[config.mk]
export PLATFORM = sky130hd
export DESIGN_NAME = shift_sequencer
export DESIGN_NICKNAME = d
export VERILOG_FILES = /design/src/rtl/shift_sequencer.sv
export SDC_FILE = /design/constraint.sdc
export NUM_CORES = 1
export LEC_CHECK = 0
export ABC_AREA = 1
export BUFFER_PORTS_ARGS = -buffer_cell sky130_fd_sc_hd__clkbuf_2
export CORE_MARGIN = 1.5
export CORE_UTILIZATION = 45
export CTS_BUF_LIST = sky130_fd_sc_hd__clkbuf_2
export CTS_CLUSTER_DIAMETER = 200
export DETAILED_ROUTE_END_ITERATION = 10
export PLACE_DENSITY = 0.76
export SYNTH_ARGS = -nofsm -noshare
export SYNTH_HDL_FRONTEND = slang
export SYNTH_SLANG_ARGS = --single-unit
export TNS_END_PERCENT = 10
[constraint.sdc]
create_clock -name clk -period 1.1 [get_ports clk]
set_clock_uncertainty 0.1 [all_clocks]
set_input_delay 0.055 -clock clk [delete_from_list [all_inputs] [get_ports clk]]
set_output_delay 0.055 -clock clk [all_outputs]
set_load 0.01 [all_outputs]
[src/rtl/shift_sequencer.sv]
// shift_sequencer: multi-cycle shifter, one bit position per clock through a shared register
//   clk, rst        clock and asynchronous active-high reset
//   start           request, sampled only when idle
//   a, b            operand and unsigned shift amount
//   shift_control   00/10 left, 01 arithmetic right, 11 logical right
//   busy            high while an operation is in progress
//   done            one-cycle pulse when x holds the result
//   x               result register, held until the next accepted start
module shift_sequencer #(
   parameter int WIDTH = 16,
   parameter int CNT_W = 5
) (
   input  logic             clk,
   input  logic             rst,
   input  logic             start,
   input  logic [WIDTH-1:0] a,
   input  logic [WIDTH-1:0] b,
   input  logic [1:0]       shift_control,
   output logic             busy,
   output logic             done,
   output logic [WIDTH-1:0] x
);
   typedef enum logic [1:0] {IDLE, SHIFT, DONE} state_t;
   state_t           state, state_nxt;
   logic [CNT_W-1:0] cnt, n;
   logic [1:0]       mode;
   logic             accept;
   // full-width compare so large amounts saturate instead of aliasing in the low bits
   assign n = (b >= WIDTH'(WIDTH)) ? CNT_W'(WIDTH) : b[CNT_W-1:0];
   assign accept = (state == IDLE) && start;
   always_ff @(posedge clk or posedge rst) begin
      if (rst) state <= IDLE;
      else     state <= state_nxt;
   end
   always_comb begin
      state_nxt = (state == IDLE)  ? (start ? ((n != '0) ? SHIFT : DONE) : IDLE) :
                  (state == SHIFT) ? ((cnt == CNT_W'(1)) ? DONE : SHIFT) : IDLE;
   end
   always_comb begin
      busy = (state != IDLE);
      done = (state == DONE);
   end
   always_ff @(posedge clk or posedge rst) begin
      if (rst) begin
         x    <= '0;
         cnt  <= '0;
         mode <= '0;
      end else if (accept) begin
         x    <= a;
         cnt  <= n;
         mode <= shift_control;
      end else if (state == SHIFT) begin
         x   <= (mode == 2'b01) ? {x[WIDTH-1], x[WIDTH-1:1]} :
                (mode == 2'b11) ? {1'b0, x[WIDTH-1:1]} : {x[WIDTH-2:0], 1'b0};
         cnt <= cnt - 1'b1;
      end
   end
endmodule
Yosys cells after proc, flatten, opt, wreduce, memory -nomap -nowiden
Cells that the tools add are included.

Register bits after elaboration: 25. Input port bits: 37. Output and inout port bits: 18. Logic and storage cells: 31.

Add/subtract/negate cells: 1. Magnitude comparators: 1. Eq/ne operators: 6. Mux-type cells: 12. Reduce and logical (&&, ||, !) cells: 6.

Operators by type and width (count): 16-bit 2-to-1 mux (4); 16-bit by 5-bit greater-or-equal comparator with 1-bit output (second input constant) (1); 5-bit 2-to-1 mux (3); 2-bit 2-to-1 mux (5); 5-bit by 1-bit == test with 1-bit output (second input constant) (1); 5-bit nonzero test (1); 5-bit by 1-bit subtractor with 5-bit output (second input constant) (1); 2-bit by 1-bit == test with 1-bit output (second input constant) (2); 2-bit == test (second input constant) (2); 2-bit nonzero test (2); 2-bit zero test (1); 2-bit inequality test (second input constant) (1); 2-bit AND reduction (1); 1-bit logical AND (1).

Longest topological paths before layout
Word-level depth: 6. Gate-level depth with buffers: 7. Mapped depth without buffers: 7.

Worst setup path after synthesis
Ideal clock, no wire load.

Kind: reg-to-reg. From: register state[1]. To: register x[13]. Arrival: 0.966 ns. Required time: 0.874 ns. Slack: -0.092 ns. Stages on the path, launching flop included: 6. Period minus slack after synthesis: 1.192 ns. Cell sequence: dfrtp_1 > inv_2 > nand3_4 > buf_2 > o21ai_2 > o22ai_2.

Cells in the longest elaborated chain, start to end: 3.

Ends and longest elaborated chain: start: declaration (line 24) `state_t state, state_nxt;`; start signal: assignment (line 33) `else state <= state_nxt;`; 2-bit zero test (line 30) `assign accept = (state == IDLE) && start;`; 1-bit logical AND (line 30); 16-bit 2-to-1 mux or 2-bit nonzero test (tied branches); end signal: assignment (line 53) `x <= (mode == 2'b01) ? {x[WIDTH-1], x[WIDTH-1:1]} :`; end: declaration (line 21) `output logic [WIDTH-1:0] x`.

Several ways; a longest one is shown, not always the timed one. A chain may end at the register's enable or synchronous reset.

Final worst setup path
From: register state[1]. To: register cnt[3].

Cells in the longest elaborated chain, start to end: 3.

Ends and longest elaborated chain: 2-bit zero test (line 30); 1-bit logical AND (line 30); 5-bit 2-to-1 mux or 2-bit nonzero test (tied branches); end signal: assignment (line 50) `cnt <= n;`; end signal: assignment (line 55) `cnt <= cnt - 1'b1;`; end: declaration (line 25) `logic [CNT_W-1:0] cnt, n;`.

Several ways; a longest one is shown, not always the timed one.

==> impl_metrics.yaml <==
yosys:
  yosysSeqAreaShare_pct: 37.7
  netlist_area_um2: 1660
  syn_nets: 247
  postSynthCellCount: 208
  yosysWarnings: 0
  ys_seq_elements: 25
  synth_cell_types: 26
  post_synth.cell_area_avg_um2: 7.99
floorplan:
  die_area_um2: 4070
  die_y_um: 63.8
  io_pins: 55
  initial_core_util_pct: 48.3
  core-area_um2: 3440
  die_x_um: 63.8
  rows: 21
outcome:
  status: "finished, violations left"
  violations: "setup timing"
worst_setup_path:
  required_ns: 1.28
  worst-setup-path-type: "flop to flop"
  critPathCaptureType: "flop"
  critPathArrivalTime_ns: 1.57
  crit_path_start_kind: "flop"
  r2r_cells: 7
  crit_fanout: 13
grt:
  grt_pass1_vias: 1800
  grt_overflow: 0
  grt_util_all_layers_pct: 24.0
  grt_max_degree: 26
  grt_antenna_before_repair: 0
  grt_pass1_wl_mm: 7.67
power:
  peakVddDrop_uv: 1360
  power_per_cell_area_nw_per_um2: 2570
  power.leakage_nw: 1.23
timing:
  tightest_slew_ns: 0.331
  slew_headroom_pct: 77.9
  hold_viol: 0
  rsz0062_at_grt: "yes"
  whs_ns: 0.0634
  fin_crit_sh_pct: 126
  finalSetupTns_ns: -6.05
  slew_viol_final: 0
  fmax_mhz: 719
  finalSetupViolations: 42
  min_period_ns: 1.39
  setup_slack_ns: -0.291
placed_design:
  place_ws_ns: -0.174
  placed_area_um2: 2120
  place.gp.congestion: 0.773
  dp_hpwl_mm: 2.93
  port_buffers: 54
route:
  first_iter_violations: 82
  wirelength_mm: 4.47
  vias: 1728
  route.detailed.drc: 0
  ant_nets: 0
  wire_per_inst_um: 12.7
  vias_per_cell: 4.91
  first_pass_iters: 4
finish:
  final.fill_count: 280
  antenna_cells: 0
  final_util_pct: 72.6
  fin_area_um2: 2500
  drive_above_1_share_pct: 45.4
  area_delta_synth_final_pct: 50.4
  register_area_um2: 626
  final_nets: 346
  multiInputGateArea_um2: 911
cts:
  path_clk_slew_ns: 0.28
  clock_latency_ns: 0.38
  clock_path_buffers: 2
  cts_tree: "done"
  cts_root_buf: "clkbuf_2"
  cts_sinks: 25
  htreeDepth: 1
  numCtsBuffers: 3
min_path:
  whs_path_depth: 7
  hp-class: "primary input to flop"
flow_run:
  cap_violations: 0
cell usage in the layout, fill, tap and decap left out:
cell	count
nor2_2	5
nand2_2	4
buf_2	1
dlygate4sd3_1	24
dfrtp_1	25
o21ai_2	16
nand2_4	1
o22ai_2	13
nand3_4	1
nand4_1	3
nand2_8	1
o221ai_2	1
or2_0	1
o21ai_1	7
a21boi_2	1
inv_2	5
o21ai_0	15
clkbuf_2	55
nand3_1	4
clkinv_4	1
buf_6	5
a21oi_2	1
inv_1	24
nand3_2	2
a21boi_1	1
ha_2	2
nand2_1	36
buf_12	3
a21oi_1	2
buf_4	19
nor2_1	24
xor2_1	1
nor2_4	1
clkinvlp_4	1
cell families after synthesis:
group | after synthesis | share of synthesized area [%]
xor gates and xnor gates | 1 | 0.527
AOI/OAI and AO/OA | 57 | 27.0
buffers and inverters | 40 | 12.1
DFF | 25 | 37.7
adders and majority gates | 2 | 1.51
and+or+nand+nor | 83 | 21.2
cell usage after synthesis (all sizes together):
library cell / count / area share [%]
buf: 9 / 5.1
nand3: 7 / 2.9
nor2: 30 / 6.9
a21oi: 3 / 0.90
o221ai: 1 / 0.53
ha: 2 / 1.5
a21boi: 2 / 0.90
xor2: 1 / 0.53
nand2: 42 / 9.9
nand4: 3 / 1.1
or2: 1 / 0.38
inv: 30 / 6.8
clkbuf: 1 / 0.23
o22ai: 13 / 9.8
o21ai: 38 / 15
dfrtp: 25 / 38
layer usage:
layer	part of all wire [%]	routed length, um	vias up	track usage (%)
li1	-	-	879	-
met1	43	1940	803	28.9
met2	52	2300	38	42.9
met3	2.6	116	8	2.46
met4	2.4	109	0	11.1
met5	0	0	-	0
where the power goes:
group	leakage (nW)	internal [mW]	total, mW	switching [mW]
logic	0.907	2.00	4.31	2.31
clock network	0.0126	0.0842	0.399	0.315
registers	0.308	1.37	1.72	0.347
total	1.23	3.45	6.43	2.98
worst max-delay path, stage by stage, from the launching register on:
cell and delay (ns):
dfrtp_1 0.47, inv_2 0.09, nand3_4 0.14, buf_12 0.19, nand2_2 0.06, nor2_1 0.03
nor2_1 0.11, a21oi_1 0.09
worst paths after layout:
path                                       endpoint  slack, ns           startpoint
worst max-delay path             cnt[3]$_DFFE_PP0P_      -0.29   state[1]$_DFF_PP0_
max in group asynchronous          x[0]$_DFFE_PP0P_       0.53                  rst
worst min-delay path             cnt[0]$_DFFE_PP0P_       0.06                b[10]
min in group asynchronous         x[12]$_DFFE_PP0P_       0.09                  rst
worst min register to register  mode[1]$_DFFE_PP0P_       0.45  mode[1]$_DFFE_PP0P_
worst max register to register   cnt[3]$_DFFE_PP0P_      -0.29   state[1]$_DFF_PP0_
metrics by stage:
stage,instances,total power [mW]
2_1_floorplan,208,4.42
3_3_place_gp,322,5.47
3_5_place_dp,322,5.57
4_1_cts,350,6.21
5_1_grt,352,6.99
6_report,352,6.43
state kept, by name, summed over array words and instances, names as in the netlist:
signal and flops:
cnt 5, mode 2, state 2, x 16
final cells by class:
type | instances | share of cell area (%)
tap | 46 | 2.30
clock buffer | 3 | 0.601
inverter | 30 | 4.71
clock inverter | 1 | 0.300
timing repair buffer | 104 | 30.6
multi-input combinational | 143 | 36.5
sequential | 25 | 25.0
what timing repair did:
item / CTS / global route
hold buffers: 24 / 0
hold endpoints to repair: 49 / 0
pin swaps: 4 / 3
gates resized for setup: 19 / 18
endpoints found under the setup margin: 42 / 43
buffers inserted: 0 / 2
Note: power is estimated with default switching activity, not from simulation.
